**src/rtl/mod_counter_core_if.sv**
```systemverilog
// Counter bus between the stimulus driver and the counter core.
//   load     : load request, sampled on the rising clock edge
//   data_in  : value to load
//   data_out : registered count value returned to the monitor
// Modports:
//   master : driver side (drives load/data_in, observes data_out)
//   slave  : counter side (consumes load/data_in, produces data_out)
interface mod_counter_core_if #(
    parameter int unsigned WIDTH = 4
) ();

    logic             load;
    logic [WIDTH-1:0] data_in;
    logic [WIDTH-1:0] data_out;

    modport master (
        output load,
        output data_in,
        input  data_out
    );

    modport slave (
        input  load,
        input  data_in,
        output data_out
    );

endinterface : mod_counter_core_if

```
**src/rtl/mod_counter_core.sv**
```systemverilog
// Loadable up/down modulo-(MAX_VAL+1) counter with clamped loads, a wrap
// pulse, a sticky wrap flag, a saturating wrap counter and a run indicator.
// Ports:
//   clock     : system clock, all state changes on the rising edge
//   rst       : asynchronous reset, active low
//   bus       : counter bus (load, data_in in; data_out out)
//   en        : count enable
//   up_dn     : count direction, 1 = up, 0 = down
//   tc        : one-cycle pulse in the cycle data_out shows the wrapped value
//   wrapped   : sticky wrap flag, cleared by load or reset
//   wrap_cnt  : saturating number of wraps since the last load or reset
//   load_err  : one-cycle pulse when a load value was clamped to MAX_VAL
//   running   : high while the controller is in RUN
// All outputs are registered; each reflects the inputs sampled on the
// preceding rising edge.
module mod_counter_core #(
    parameter int unsigned WIDTH      = 4,
    parameter int unsigned MAX_VAL    = 15,
    parameter int unsigned WRAP_CNT_W = 4
) (
    input  logic                  clock,
    input  logic                  rst,
    mod_counter_core_if.slave     bus,
    input  logic                  en,
    input  logic                  up_dn,
    output logic                  tc,
    output logic                  wrapped,
    output logic [WRAP_CNT_W-1:0] wrap_cnt,
    output logic                  load_err,
    output logic                  running
);

    localparam logic [WIDTH-1:0]      MAX_V    = WIDTH'(MAX_VAL);
    localparam logic [WIDTH-1:0]      ZERO_V   = '0;
    localparam logic [WIDTH-1:0]      ONE_V    = WIDTH'(1);
    localparam logic [WRAP_CNT_W-1:0] WCNT_SAT = '1;
    localparam logic [WRAP_CNT_W-1:0] WCNT_ONE = WRAP_CNT_W'(1);

    typedef enum logic [1:0] {
        ST_IDLE = 2'd0,
        ST_RUN  = 2'd1,
        ST_HOLD = 2'd2
    } state_e;

    state_e                  state_q;
    state_e                  state_d;

    logic [WIDTH-1:0]        count_q;
    logic [WIDTH-1:0]        count_d;
    logic                    tc_q;
    logic                    tc_d;
    logic                    wrapped_q;
    logic                    wrapped_d;
    logic [WRAP_CNT_W-1:0]   wrap_cnt_q;
    logic [WRAP_CNT_W-1:0]   wrap_cnt_d;
    logic                    load_err_q;
    logic                    load_err_d;
    logic                    running_q;
    logic                    running_d;

    // Decoded operation for this edge: load beats count, count beats hold.
    logic                    load_c;
    logic                    count_c;
    logic                    over_c;
    logic                    at_top_c;
    logic                    at_bottom_c;
    logic                    wrap_c;

    always_comb begin
        load_c      = bus.load;
        count_c     = en & ~bus.load;
        over_c      = (bus.data_in > MAX_V);
        at_top_c    = (count_q == MAX_V);
        at_bottom_c = (count_q == ZERO_V);
        // A wrap happens only on a counting edge at the end of the range
        // in the current direction.
        wrap_c      = count_c & (up_dn ? at_top_c : at_bottom_c);
    end

    // Controller state register.
    always_ff @(posedge clock or negedge rst) begin
        if (!rst) begin
            state_q <= ST_IDLE;
        end else begin
            state_q <= state_d;
        end
    end

    // Controller next state. IDLE is left on the first load or count and
    // is only re-entered through reset.
    always_comb begin
        state_d = state_q;
        case (state_q)
            ST_IDLE: begin
                if (load_c) begin
                    state_d = ST_HOLD;
                end else if (count_c) begin
                    state_d = ST_RUN;
                end
            end
            ST_RUN: begin
                if (!count_c) begin
                    state_d = ST_HOLD;
                end
            end
            ST_HOLD: begin
                if (count_c) begin
                    state_d = ST_RUN;
                end
            end
            default: begin
                state_d = ST_IDLE;
            end
        endcase
    end

    // Next values for the count datapath and all status outputs.
    always_comb begin
        count_d    = count_q;
        tc_d       = 1'b0;
        wrapped_d  = wrapped_q;
        wrap_cnt_d = wrap_cnt_q;
        load_err_d = 1'b0;
        running_d  = (state_d == ST_RUN);

        if (load_c) begin
            if (over_c) begin
                count_d    = MAX_V;
                load_err_d = 1'b1;
            end else begin
                count_d    = bus.data_in;
            end
            wrapped_d  = 1'b0;
            wrap_cnt_d = '0;
        end else if (count_c) begin
            if (wrap_c) begin
                count_d   = up_dn ? ZERO_V : MAX_V;
                tc_d      = 1'b1;
                wrapped_d = 1'b1;
                if (wrap_cnt_q != WCNT_SAT) begin
                    wrap_cnt_d = wrap_cnt_q + WCNT_ONE;
                end
            end else if (up_dn) begin
                count_d = count_q + ONE_V;
            end else begin
                count_d = count_q - ONE_V;
            end
        end
    end

    // Datapath and status registers.
    always_ff @(posedge clock or negedge rst) begin
        if (!rst) begin
            count_q    <= '0;
            tc_q       <= 1'b0;
            wrapped_q  <= 1'b0;
            wrap_cnt_q <= '0;
            load_err_q <= 1'b0;
            running_q  <= 1'b0;
        end else begin
            count_q    <= count_d;
            tc_q       <= tc_d;
            wrapped_q  <= wrapped_d;
            wrap_cnt_q <= wrap_cnt_d;
            load_err_q <= load_err_d;
            running_q  <= running_d;
        end
    end

    assign bus.data_out = count_q;
    assign tc           = tc_q;
    assign wrapped      = wrapped_q;
    assign wrap_cnt     = wrap_cnt_q;
    assign load_err     = load_err_q;
    assign running      = running_q;

    // Control inputs must be known whenever the block is out of reset.
    a_inputs_known: assert property (
        @(posedge clock) disable iff (!rst)
        !$isunknown({bus.load, en, up_dn})
    );

    // The count never leaves the modulus range.
    a_count_in_range: assert property (
        @(posedge clock) disable iff (!rst)
        count_q <= MAX_V
    );

    // A wrap pulse always coincides with a terminal value on data_out.
    a_tc_on_terminal: assert property (
        @(posedge clock) disable iff (!rst)
        tc_q |-> ((count_q == ZERO_V) || (count_q == MAX_V))
    );

endmodule : mod_counter_core
```
**src/flat_wrapper.sv**
```systemverilog
// flat-port wrapper written by rule: the top's interface ports become plain ports
module mod_counter_core_flat 
#(
    parameter int unsigned WIDTH      = 4,
    parameter int unsigned MAX_VAL    = 15,
    parameter int unsigned WRAP_CNT_W = 4
)
  (clock, rst, en, up_dn, tc, wrapped, wrap_cnt, load_err, running, bus_load, bus_data_in, bus_data_out);
  mod_counter_core_if #(.WIDTH(WIDTH)) bus_i ();
  input  logic clock;
  input  logic rst;
  input  logic en;
  input  logic up_dn;
  output logic tc;
  output logic wrapped;
  output logic [WRAP_CNT_W-1:0] wrap_cnt;
  output logic load_err;
  output logic running;
  input wire logic [$bits(bus_i.load)-1:0] bus_load;
  input wire logic [$bits(bus_i.data_in)-1:0] bus_data_in;
  output wire logic [$bits(bus_i.data_out)-1:0] bus_data_out;
  assign bus_i.load = bus_load;
  assign bus_i.data_in = bus_data_in;
  assign bus_data_out = bus_i.data_out;
  mod_counter_core #(.WIDTH(WIDTH), .MAX_VAL(MAX_VAL), .WRAP_CNT_W(WRAP_CNT_W)) u_core (.clock(clock), .rst(rst), .bus(bus_i), .en(en), .up_dn(up_dn), .tc(tc), .wrapped(wrapped), .wrap_cnt(wrap_cnt), .load_err(load_err), .running(running));
endmodule
```
**config.mk**
```make
export PLATFORM = sky130hd
export DESIGN_NAME = mod_counter_core_flat
export DESIGN_NICKNAME = d
export VERILOG_FILES = /design/src/rtl/mod_counter_core_if.sv /design/src/rtl/mod_counter_core.sv /design/src/flat_wrapper.sv
export SDC_FILE = /design/constraint.sdc
export NUM_CORES = 1
export LEC_CHECK = 0
export BUFFER_PORTS_ARGS = -buffer_cell sky130_fd_sc_hd__buf_2
export CAP_MARGIN = 30
export CORE_UTILIZATION = 50
export DETAILED_ROUTE_END_ITERATION = 8
export GPL_TIMING_DRIVEN = 0
export PLACE_DENSITY_LB_ADDON = 0.15
export SYNTH_ARGS = -nofsm -noshare
export SYNTH_HDL_FRONTEND = slang
export SYNTH_SLANG_ARGS = --single-unit
```
**constraint.sdc**
```tcl
create_clock -name clock -period 3.3 [get_ports clock]
set_clock_uncertainty 0.05 [all_clocks]
set_input_delay 0.33 -clock clock [delete_from_list [all_inputs] [get_ports clock]]
set_output_delay 0.33 -clock clock [all_outputs]
set_load 0.05 [all_outputs]
```
# Word level (Yosys, flattened, before mapping)
# Cells that the tools add are included.
[totals] regBits=14 latch_bits=0 ramBits=0 romBits=0 input_bits=9 word_cells=49 memories=0
[op_classes] add_sub_neg=3 n_mul=0 div=0 order_cmp=1 eq_ne=5 shifts=0 mux=23 bitwise=3 n_reduce_logical=7
[ops] cell="4-bit two-way mux" n=10
[ops] cell="1-bit two-way mux" n=9
[ops] cell="4-bit by 1-bit adder with 4-bit output, second input constant" n=2
[ops] cell="2-bit two-way mux" n=3
[ops] cell="2-bit case mux with 3 select lines" n=1
[ops] cell="2-bit nonzero test" n=3
[ops] cell="2-bit by 1-bit equality test with 1-bit output, second input constant" n=2
[ops] cell="4-bit equality test, second input constant" n=1
[ops] cell="4-bit greater-than comparator, second input constant" n=1
[ops] cell="4-bit zero test" n=1
[ops] cell="4-bit != test, second input constant" n=1
[ops] cell="4-bit by 1-bit subtractor with 4-bit output, second input constant" n=1
[ops] cell="3-bit AND reduction" n=1
[ops] cell="1-bit AND" n=2
[ops] cell="2-bit equality test, second input constant" n=1
[ops] cell="2-bit zero test" n=1
[ops] cell="2-bit AND reduction" n=1
[ops] cell="1-bit inverter" n=1

# Logic depth before layout (Yosys ltp)
# Gate-level depths: netlist of the first run.
[logic_depth] ltp_word=6 ltp_mapped=6 mapped_depth_nobuf=6

# Worst setup path before layout of the first run
# OpenSTA, ideal clock, no wires.
[synth_timing] path_type="register to register" from="register u_core.count_q[2], in the netlist u_core.bus.data_out[2]" to="register u_core.count_q[3], in the netlist u_core.bus.data_out[3]" setup_time_ns=0.132 arrival_ns=1.816 t_required_ns=3.118 path_slack_ns=1.302 path_stages_with_launch=6 n_path_buf=0 period_less_slack_ns=1.998 cell_sequence="dfrtp_1 ha_1 a21oi_1 and3_1 a2111oi_0 or3b_1"
[synth_between] elab_chain_len=6 word_cells_on_any_way=10
[synth_rtl] item="start, declared" line_no="mod_counter_core.sv:48" text="logic [WIDTH-1:0] count_q;"
[synth_rtl] item="start signal, assigned" line_no="mod_counter_core.sv:161" text="count_q <= count_d;"
[synth_rtl] item="parallel branches: the longest is 3 deep, another holds 4-bit by 1-bit subtractor with 4-bit output"
[synth_rtl] item="4-bit two-way mux (*)" line_no="mod_counter_core.sv:136" text="if (wrap_c) begin"
[synth_rtl] item="4-bit two-way mux (*)" line_no="mod_counter_core.sv:135" text="end else if (count_c) begin"
[synth_rtl] item="4-bit two-way mux (*)" line_no="mod_counter_core.sv:126" text="if (load_c) begin"
# Mark *: on every way between the ends. The select of a mux whose other input is x is not followed.
# A chain may end at the register's enable or synchronous reset.

# Final worst setup path of the first run
# Same ends and word-level chain as after synthesis.

==> results of run 1 <==
-- metrics by stage --
| step | total power, W | setup WS (ns) |
|---|---|---|
| 2_1_floorplan | 0.000283 | 1.30 |
| 3_3_place_gp | 0.000311 | 1.35 |
| 3_5_place_dp | 0.000318 | 1.30 |
| 4_1_cts | 0.000415 | 1.45 |
| 5_1_grt | 0.000439 | 1.33 |
| 6_report | 0.000414 | 1.42 |
-- final timing paths --
| path | slack, ns | to | cells past startpoint |
|---|---|---|---|
| setup / recovery | 1.42 | u_core.bus.data_out[3]$_DFFE_PN0P_ | 5 |
| hold / removal | 0.22 | u_core.bus.data_out[0]$_DFFE_PN0P_ | 3 |
| setup reg to reg | 1.42 | u_core.bus.data_out[3]$_DFFE_PN0P_ | 5 |
| hold reg to reg | 0.43 | u_core.wrapped$_DFFE_PN0P_ | 1 |
| max in group asynchronous | 2.56 | u_core.wrapped$_DFFE_PN0P_ | 2 |
| min in group asynchronous | 0.41 | u_core.bus.data_out[2]$_DFFE_PN0P_ | 2 |
-- cell type report --
type | instances | area [um2] | share of cell area
clock buffers | 4 | 26.3 | 0.0282
well taps | 15 | 18.8 | 0.0201
flip-flops and latches | 13 | 325 | 0.349
inverters | 4 | 15.0 | 0.0161
multi-input cells | 58 | 432 | 0.462
repair buffers | 19 | 100 | 0.107
plain buffers | 3 | 16.3 | 0.0174
-- tightest hold or removal path: cells and delay by family --
kind,cells,cell delay [ns]
buffers and inverters,1,0.07
AOI/OAI and AO/OA,1,0.07
and+or+nand+nor,1,0.04
-- Yosys cell counts (3+ instances only) --
master / n
dfrtp_1: 13
a21oi_1: 10
and3_1: 4
inv_1: 4
nand2_1: 4
ha_1: 3
nor2_1: 3
nor2b_1: 3
o21ai_0: 3
-- kinds of logic (layout without fill, tap and decap cells) --
group / Yosys count / in the layout
AO/OA/AOI/OAI: 25 / 25
XOR/XNOR: 2 / 2
adder cells (fa/ha/maj): 4 / 4
buffers and inverters: 7 / 30
flip-flops: 13 / 13
multiplexers: 2 / 2
other: 1 / 1
AND/OR/NAND/NOR: 24 / 24
-- layer usage --
| layer | vias up | part of all wire |
|---|---|---|
| met5 | - | 0 |
| met4 | 0 | 0.0046 |
| met3 | 2 | 0.050 |
| met2 | 25 | 0.51 |
| met1 | 356 | 0.44 |
| li1 | 339 | - |
-- state kept, by name, indices dropped and copies added (netlist names) --
register / cells
u_core.wrapped: 1
u_core.running: 1
u_core.wrap_cnt: 4
u_core.tc: 1
u_core.bus.data_out: 4
u_core.state_q: 2
-- where the power goes --
| group | internal (W) | total (W) | switching, W |
|---|---|---|---|
| clock network | 0.0000468 | 0.0000979 | 0.0000511 |
| logic | 0.0000444 | 0.000128 | 0.0000835 |
| registers | 0.000170 | 0.000188 | 0.0000179 |
-- layout by cell type, fill, tap and decap left out, types with 2 or more instances in the layout --
| cell type | count |
|---|---|
| buf_2 | 19 |
| dfrtp_1 | 13 |
| a21oi_1 | 10 |
| inv_1 | 4 |
| and3_1 | 4 |
| nand2_1 | 4 |
| o21ai_0 | 3 |
| nor2_1 | 3 |
| nor2b_1 | 3 |
| ha_1 | 3 |
| clkbuf_4 | 3 |
| clkbuf_1 | 2 |
| a22oi_1 | 2 |
| nor4b_1 | 2 |
| nor3_1 | 2 |
| xnor2_1 | 2 |
==> metrics.csv, run 1 <==
stage;metric;value;unit
detailed_routing;avgViaCountPerCell;6.22;
floorplanning;top_level_ports;21;
detailed_routing;drt_first_iter_violations;31;
layout;finalNetCount;115;
floorplanning;die_x;41.7;um
floorplanning;fp.dieH;41.7;um
pwr;power.density;443;nW/um2
yosys;synth_top_family_by_area;compound AO/OA/AOI/OAI gates;
timing;period_needed;1.88;ns
detailed_routing;detail-route-antenna-nets;0;
cts;tritoncts_clock_tree;yes;
worst_setup_path;reg2reg_launch_point;u_core.bus.data_out[2]$_DFFE_PN0P_;
cts;clk_buf_depth;2;
cts;clock_tree.root_cell;clkbuf_4;
worst_setup_path;critical_path.startpoint_type;flip-flop;
worst_setup_path;sequence_of_cells_on_the_critical_path;ha_1 -> a21oi_1 -> and3_1 -> a2111oi_0 -> or3b_1;
yosys;synth_enable_flop_cells;0;
floorplanning;die-area;1740;um2
yosys;ys_types;36;
worst_hold_path;min-delay-start;bus_data_in[0];
place;final_weighted_congestion_in_routability_driven_placement;0.844;
yosys;synthTopCellsByArea;dfrtp_1 41%, a21oi_1 6.3%, ha_1 4.8%;
cts;cts_resized;0;
timing;hold_slack;0.221;ns
pwr;vdd.ir_drop.worst;0.337;mV
cts;cts_post_setup_buffers_inserted;0;
layout;final.fill_count;117;
detailed_routing;dr.pass1.iters;4;
detailed_routing;routed_wire_length_per_instance;15.1;um
global_route;initial_antenna_violation_count;0;
layout;area_growth;18.4;%
layout;finalCoreUtilization;0.675;
yosys;synth_seq_area_share;0.413;
yosys;synth_compound_gate_area_share;0.235;
detailed_routing;drc;0;
timing;final.period_utilization;0.569;
timing;rsz0062_at_grt;false;
status;outcome;finished, final reports clean;
timing;max_clk_rate;532;MHz
worst_setup_path;critical-path-max-stage-delay;0.45;ns
timing;finalHoldViolCount;0;
global_route;grt_first_pass_wirelength;3.10;mm
worst_setup_path;timing.critical_path.fanout_max;6;
pwr;power_leakage;0.458;nW
global_route;groute.usage.overall;0.230;
detailed_routing;total_via_count_in_the_routed_design;722;
cts;htree_levels;1;
place;numPlacedInstances;111;
place;port_buffers;18;
timing;setup_viol;0;
worst_hold_path;worstHoldPathType;input port to flip-flop;
cts;clock-sinks;13;
place;place_area;897;um2
cts;cts-hold-fix-buffers;1;
floorplanning;core;1380;um2
global_route;use_met1;0.314;
layout;finalNonFillerCells;116;
global_route;global_route.peak_usage_layer;met2;
global_route;first_global_vias;691;
layout;post-route-cell-area;933;um2
yosys;synth_async_sr_flop_share;1.00;
timing;totalNegativeSetupSlack;0;ns
yosys;netlist.area_leader.share;0.413;
worst_setup_path;cell_with_the_biggest_individual_delay_on_the_critical_path;dfrtp_1;
layout;drive_gt1_frac;0.267;
worst_setup_path;cp_num_buf_inv;0;
floorplanning;num_rows;13;
worst_setup_path;cp.arrival;1.99;ns
global_route;globalRouteMet3Util;0.0522;
worst_setup_path;required;3.41;ns
cts;cts.clk_slew.worst_paths;0.08;ns
yosys;syn_nets;91;
yosys;syn_area_per_cell;10.1;um2
yosys;synth_simple_gate_area_frac;0.181;
yosys;yosysWarningCount;0;
floorplanning;floorplan.initialDensity;0.570;
run;maximum_capacitance_violations;0;
layout;antennaDiodeCount;0;
cts;cts_inserted_buffers;3;
worst_setup_path;cp-end-kind;flip-flop;
yosys;ff_latch_count_synth;13;
worst_setup_path;criticalPathCategory;flip-flop to flip-flop;
cts;worstSkewPairLatency;0.27;ns
yosys;post_synth_instance_area;788;um2
detailed_routing;detail_route.wirelength;1.75;mm
yosys;synth_cells;78;
yosys;synth.mux.area_fraction;0.0317;
yosys;post_synthesis_xor_xnor_area_fraction;0.0222;
worst_setup_path;cpLargestDelayFamily;simple AND/OR/NAND/NOR gates;
place;dpl.hpwl;1.30;mm
global_route;grt_use_met2;0.372;
global_route;grt.overflow.total;0;
worst_setup_path;worst_setup_path_startpoint;u_core.bus.data_out[2]$_DFFE_PN0P_;
timing;final_max_slew_viol_count;0;
global_route;grt_max_degree;14;
yosys;synth-adder-area-share;0.0730;
yosys;synth_top_flop_cell;dfrtp_1;
yosys;synth_top_cell_by_area;dfrtp_1;
Note: power is estimated with default switching activity, not from simulation.
==> inputs of run 2 (changes only) <==
--- a/config.mk
+++ b/config.mk
@@ -7,7 +7,7 @@
 export LEC_CHECK = 0
 export BUFFER_PORTS_ARGS = -buffer_cell sky130_fd_sc_hd__buf_2
 export CAP_MARGIN = 30
-export CORE_UTILIZATION = 50
+export CORE_UTILIZATION = 45
 export DETAILED_ROUTE_END_ITERATION = 8
 export GPL_TIMING_DRIVEN = 0
 export PLACE_DENSITY_LB_ADDON = 0.15
==> constraint.sdc (replaced) <==
create_clock -name clock -period 1.7 [get_ports clock]
set_clock_uncertainty 0.05 [all_clocks]
set_input_delay 0.17 -clock clock [delete_from_list [all_inputs] [get_ports clock]]
set_output_delay 0.17 -clock clock [all_outputs]
set_load 0.05 [all_outputs]
==> metrics.csv, run 2 (synthesis gave the netlist of run 1 again) <==
stage;metric;value;unit
status;outcome;finished, violations left;
status;violations_in_the_final_reports;setup timing;
cts;cts.clk_slew.worst_paths;0.08;ns
detailed_routing;maxUsedRoutingLayer;met3;
worst_setup_path;ff2ff_path_depth;5;
worst_hold_path;min-delay-start;bus_data_in[0];
layout;drive_gt1_frac;0.387;
floorplanning;core;1580;um2
timing;setup_viol;1;
layout;finalNetCount;120;
worst_setup_path;regToRegSetupSlack;-0.002;ns
detailed_routing;detail-route-antenna-nets;0;
worst_setup_path;worst_r2r_endpoint;u_core.bus.data_out[3]$_DFFE_PN0P_;
pwr;power.share.switching;0.365;
worst_setup_path;cp.arrival;1.81;ns
layout;post-route-cell-area;1040;um2
pwr;power.internal;0.000552;W
pwr;power_leakage;0.486;nW
worst_setup_path;criticalPathCategory;flip-flop to flip-flop;
place;place_area;961;um2
timing;final_max_slew_viol_count;0;
worst_setup_path;timing.critical_path.fanout_max;4;
worst_hold_path;worstHoldPathType;input port to flip-flop;
run;maximum_capacitance_violations;0;
worst_setup_path;reg2reg_launch_point;u_core.bus.data_out[2]$_DFFE_PN0P_;
detailed_routing;avgViaCountPerCell;5.95;
layout;area_growth;31.7;%
timing;post-route-worst-setup-slack;-0.00198;ns
place;dpl.hpwl;1.29;mm
place;port_buffers;18;
global_route;grt_max_degree;14;
timing;rsz0062_at_grt;true;
timing;final.period_utilization;1.00;
timing;max_clk_rate;588;MHz
detailed_routing;detail_route.wirelength.met1;851;um
global_route;first_global_vias;677;
detailed_routing;detail_route.wirelength;1.81;mm
cts;worstSkewPairLatency;0.27;ns
layout;finalNonFillerCells;122;
global_route;groute.usage.overall;0.228;
floorplanning;floorplan.initialDensity;0.500;
layout;most_frequent_cells_in_the_layout;19 x buf_2, 9 x a21oi_1, 9 x dfrtp_1;
floorplanning;die-area;1920;um2
timing;finalHoldViolCount;0;
cts;cts_inserted_buffers;3;
detailed_routing;total_via_count_in_the_routed_design;726;
global_route;grt_first_pass_wirelength;3.18;mm
detailed_routing;dr.pass1.iters;6;
detailed_routing;drt_first_iter_violations;33;
detailed_routing;routed-wl-met2;846;um
pwr;p_sw;0.000318;W
global_route;initial_antenna_violation_count;0;
pwr;power_frac_comb;0.344;
pwr;power.density;837;nW/um2
timing;totalNegativeSetupSlack;-0.00198;ns
pwr;vdd.ir_drop.worst;0.532;mV
cts;clock-sinks;13;
cts;tritoncts_clock_tree;yes;
detailed_routing;detailroute.wirelength.met3;115;um
detailed_routing;routed_wire_length_per_instance;14.9;um
timing;period_needed;1.70;ns
layout;final.fill_count;127;
floorplanning;die_x;43.9;um
layout;antennaDiodeCount;0;
floorplanning;num_rows;14;
worst_hold_path;worst_hold_path_endpoint;u_core.bus.data_out[0]$_DFFE_PN0P_;
worst_setup_path;critical_path.startpoint_type;flip-flop;
cts;clock_tree.root_cell;clkbuf_4;
worst_setup_path;required;1.81;ns
floorplanning;top_level_ports;21;
cts;htree_levels;1;
layout;final_common_cell;buf_2;
pwr;seq_power_share;0.435;
pwr;pwr-share-clk;0.221;
place;final_weighted_congestion_in_routability_driven_placement;0.821;
floorplanning;fp.dieH;43.9;um
worst_setup_path;cp-end-kind;flip-flop;
place;numPlacedInstances;112;
detailed_routing;drc;0;
worst_hold_path;holdPathStages;3;
global_route;grt.overflow.total;0;
cts;clk_buf_depth;2;
==> run 2: changes by cell type in the layout (fill, tap and decap cells not counted), sizes merged <==
| cell | change |
|---|---|
| buf | +5 |
==> run 2: timing repair <==
item                                   in CTS  in global routing
setup buffers                               2                  3
setup endpoints to repair                   2                  5
endpoints found under the hold margin      13                  0
pin swaps                                   1                  3
gates resized for setup                     0                  2
hold buffers                                1                  0
==> run 2: metal layers <==
metal	global-route usage	up-vias
li1	-	348
met1	0.319	348
met2	0.361	30
met3	0.0500	0
met4	0.0545	0
met5	0	-
==> run 2: cell type report <==
type / instances / area (um2) / area share
timing repair buffer: 24 / 141 / 0.136
buffer: 3 / 16.3 / 0.0157
tap: 16 / 20.0 / 0.0193
clock buffer: 4 / 26.3 / 0.0253
inverter: 4 / 15.0 / 0.0145
multi-input combinational: 58 / 482 / 0.464
sequential: 13 / 338 / 0.325
==> run 2: worst max path at each step <==
| stage | startpoint | to | slack [ns] | cells past startpoint |
|---|---|---|---|---|
| after floorplan | u_core.bus.data_out[2]$_DFFE_PN0P_ | u_core.wrap_cnt[0]$_DFFE_PN0P_ | -0.02 | 4 |
| after global placement | u_core.bus.data_out[2]$_DFFE_PN0P_ | u_core.wrap_cnt[0]$_DFFE_PN0P_ | -0.02 | 4 |
| after detailed placement | u_core.bus.data_out[2]$_DFFE_PN0P_ | u_core.wrap_cnt[0]$_DFFE_PN0P_ | -0.05 | 4 |
| after CTS | u_core.bus.data_out[2]$_DFFE_PN0P_ | u_core.bus.data_out[3]$_DFFE_PN0P_ | 0.004 | 5 |
| after global routing | u_core.bus.data_out[2]$_DFFE_PN0P_ | u_core.bus.data_out[3]$_DFFE_PN0P_ | -0.06 | 5 |
| final | u_core.bus.data_out[2]$_DFFE_PN0P_ | u_core.bus.data_out[3]$_DFFE_PN0P_ | -0.002 | 5 |
==> run 2: power by group through the flow <==
stage          Combinational (W)  Sequential, W  Clock, W
2_1_floorplan           0.000151       0.000442         0
3_3_place_gp            0.000266       0.000386         0
3_5_place_dp            0.000272       0.000387         0
4_1_cts                 0.000287       0.000379  0.000200
5_1_grt                 0.000327       0.000384  0.000214
6_report                0.000299       0.000378  0.000192
==> run 2: worst max-delay path, stage by stage (launching register included) <==
cell	delay, ns
dfrtp_4	0.53
ha_4	0.25
a21oi_4	0.15
and3_1	0.18
nor4b_1	0.05
or3b_1	0.37
==> run 2: through the flow <==
step	hold WS [ns]	power, W	util	worst slack, ns
after global routing	0.0760	0.000925	0.659	-0.0644
after floorplan	-0.176	0.000594	-	-0.0226
after detailed placement	0.0273	0.000659	0.610	-0.0533
after CTS	0.0549	0.000866	0.642	0.00362
final	0.0614	0.000869	0.659	-0.00198
after global placement	0.0196	0.000652	0.610	-0.0218
==> inputs of run 3 (changes only) <==
--- a/config.mk
+++ b/config.mk
@@ -10,7 +10,8 @@
 export CORE_UTILIZATION = 45
 export DETAILED_ROUTE_END_ITERATION = 8
 export GPL_TIMING_DRIVEN = 0
-export PLACE_DENSITY_LB_ADDON = 0.15
+export PLACE_DENSITY = 0.8
+export SKIP_LAST_GASP = 1
 export SYNTH_ARGS = -nofsm -noshare
 export SYNTH_HDL_FRONTEND = slang
 export SYNTH_SLANG_ARGS = --single-unit
==> metrics.csv, run 3 (synthesis gave the netlist of run 1 again) <==
stage;metric;value;unit
cts;clock-sinks;13;
layout;finalNetCount;120;
pwr;finalPower;0.000876;W
floorplanning;core;1580;um2
detailed_routing;routed_wire_length_per_instance;14.9;um
place;dpl.hpwl;1.25;mm
global_route;grt_max_degree;14;
status;outcome;finished, final reports clean;
timing;setup_viol;0;
place;numPlacedInstances;112;
worst_setup_path;cp.arrival;1.82;ns
global_route;groute.usage.overall;0.198;
place;port_buffers;18;
timing;finalHoldViolCount;0;
layout;antennaDiodeCount;0;
pwr;power.density;845;nW/um2
floorplanning;num_rows;14;
cts;cts.clk_slew.worst_paths;0.08;ns
floorplanning;die-area;1920;um2
global_route;grt.overflow.total;0;
cts;htree_levels;1;
floorplanning;top_level_ports;21;
timing;max_clk_rate;589;MHz
layout;finalNonFillerCells;122;
worst_setup_path;sequence_of_cells_on_the_critical_path;ha_4 -> a21oi_4 -> and3_1 -> nor4b_1 -> or3b_1;
worst_setup_path;required;1.82;ns
cts;clock_tree.root_cell;clkbuf_4;
layout;most_frequent_cells_in_the_layout;19 x buf_2, 9 x a21oi_1, 9 x dfrtp_1;
worst_setup_path;timing.critical_path.fanout_max;5;
pwr;vdd.ir_drop.worst;0.505;mV
floorplanning;die_x;43.9;um
layout;post-route-cell-area;1040;um2
layout;final_common_cell;buf_2;
detailed_routing;total_via_count_in_the_routed_design;744;
timing;totalNegativeSetupSlack;0;ns
worst_setup_path;cp-end-kind;flip-flop;
layout;area_growth;31.6;%
timing;final_max_slew_viol_count;0;
detailed_routing;detail_route.wirelength;1.82;mm
floorplanning;fp.dieH;43.9;um
worst_setup_path;criticalPathCategory;flip-flop to flip-flop;
worst_hold_path;worstHoldPathType;input port to flip-flop;
detailed_routing;drc;0;
detailed_routing;avgViaCountPerCell;6.10;
timing;final.period_utilization;0.999;
detailed_routing;drt_first_iter_violations;13;
timing;period_needed;1.70;ns
detailed_routing;detail-route-antenna-nets;0;
timing;rsz0062_at_grt;true;
timing;hold_slack;0.0709;ns
cts;worstSkewPairLatency;0.29;ns
floorplanning;floorplan.initialDensity;0.500;
detailed_routing;dr.pass1.iters;6;
global_route;grt_first_pass_wirelength;2.88;mm
cts;tritoncts_clock_tree;yes;
cts;clk_buf_depth;2;
layout;drive_gt1_frac;0.396;
cts;cts_inserted_buffers;3;
worst_setup_path;critical_path.startpoint_type;flip-flop;
worst_setup_path;critical-path-max-stage-delay;0.53;ns
run;maximum_capacitance_violations;0;
pwr;power_leakage;0.485;nW
place;place_area;961;um2
place;final_weighted_congestion_in_routability_driven_placement;0.774;
global_route;first_global_vias;643;
global_route;initial_antenna_violation_count;0;
worst_setup_path;cell_with_the_biggest_individual_delay_on_the_critical_path;dfrtp_4;
[run 3: cell count changes in the layout (fill, tap and decap cells not counted)]
cell and delta:
buf_4 +1, buf_6 -1, nor2b_1 -1, nor2b_2 +1
o21ai_0 +1, o21ai_1 -1
[run 3: critical path: cells and delay by family, from the launching register on]
kind                       cells  cell delay (ns)
adders and majority gates      1             0.25
AOI/OAI and AO/OA              1             0.15
and+or+nand+nor                3             0.60
DFF                            1             0.53
[run 3: worst paths after layout]
kind / startpoint / endpoint / slack, ns / cells past startpoint
setup / recovery: u_core.bus.data_out[2]$_DFFE_PN0P_ / u_core.bus.data_out[3]$_DFFE_PN0P_ / 0.002 / 5
hold / removal: bus_data_in[0] / u_core.bus.data_out[0]$_DFFE_PN0P_ / 0.07 / 3
setup reg to reg: u_core.bus.data_out[2]$_DFFE_PN0P_ / u_core.bus.data_out[3]$_DFFE_PN0P_ / 0.002 / 5
hold reg to reg: u_core.wrapped$_DFFE_PN0P_ / u_core.wrapped$_DFFE_PN0P_ / 0.44 / 1
max in group asynchronous: rst / u_core.bus.data_out[2]$_DFFE_PN0P_ / 1.11 / 2
min in group asynchronous: rst / u_core.state_q[1]$_DFF_PN0_ / 0.24 / 2
[run 3: per-layer routing]
layer / track usage / routed length (um) / vias to the layer above
li1: - / - / 353
met1: 0.294 / 823 / 367
met2: 0.293 / 863 / 20
met3: 0.0625 / 92 / 4
met4: 0.0242 / 39 / 0
met5: 0 / 0 / -
[run 3: where the power goes]
group          leakage (nW)  internal [W]  switching, W
sequential            0.164      0.000338     0.0000415
combinational         0.306      0.000122      0.000175
clock                0.0150     0.0000914      0.000109
[run 3: per-stage QoR]
| step | utilization | setup WS [ns] |
|---|---|---|
| 6_report | 0.658 | 0.00198 |
| 5_1_grt | 0.658 | -0.0747 |
| 4_1_cts | 0.642 | 0.00118 |
| 3_5_place_dp | 0.610 | -0.0622 |
| 3_3_place_gp | 0.610 | -0.0213 |
| 2_1_floorplan | - | -0.0226 |
[run 3: timing repair]
action,in CTS,in global routing
endpoints found under the setup margin,2,4
pin swaps,1,1
buffers inserted,2,3
resized for setup,0,1
hold buffers,1,0
hold endpoints to repair,13,0
[run 3: cell type report]
cell class / instances / area, um2
Fill cell: 142 / 539
Multi-Input combinational cell: 58 / 484
Sequential cell: 13 / 338
Timing Repair Buffer: 24 / 138
Clock buffer: 4 / 26.3
Tap cell: 16 / 20.0
Buffer: 3 / 16.3
Inverter: 4 / 15.0
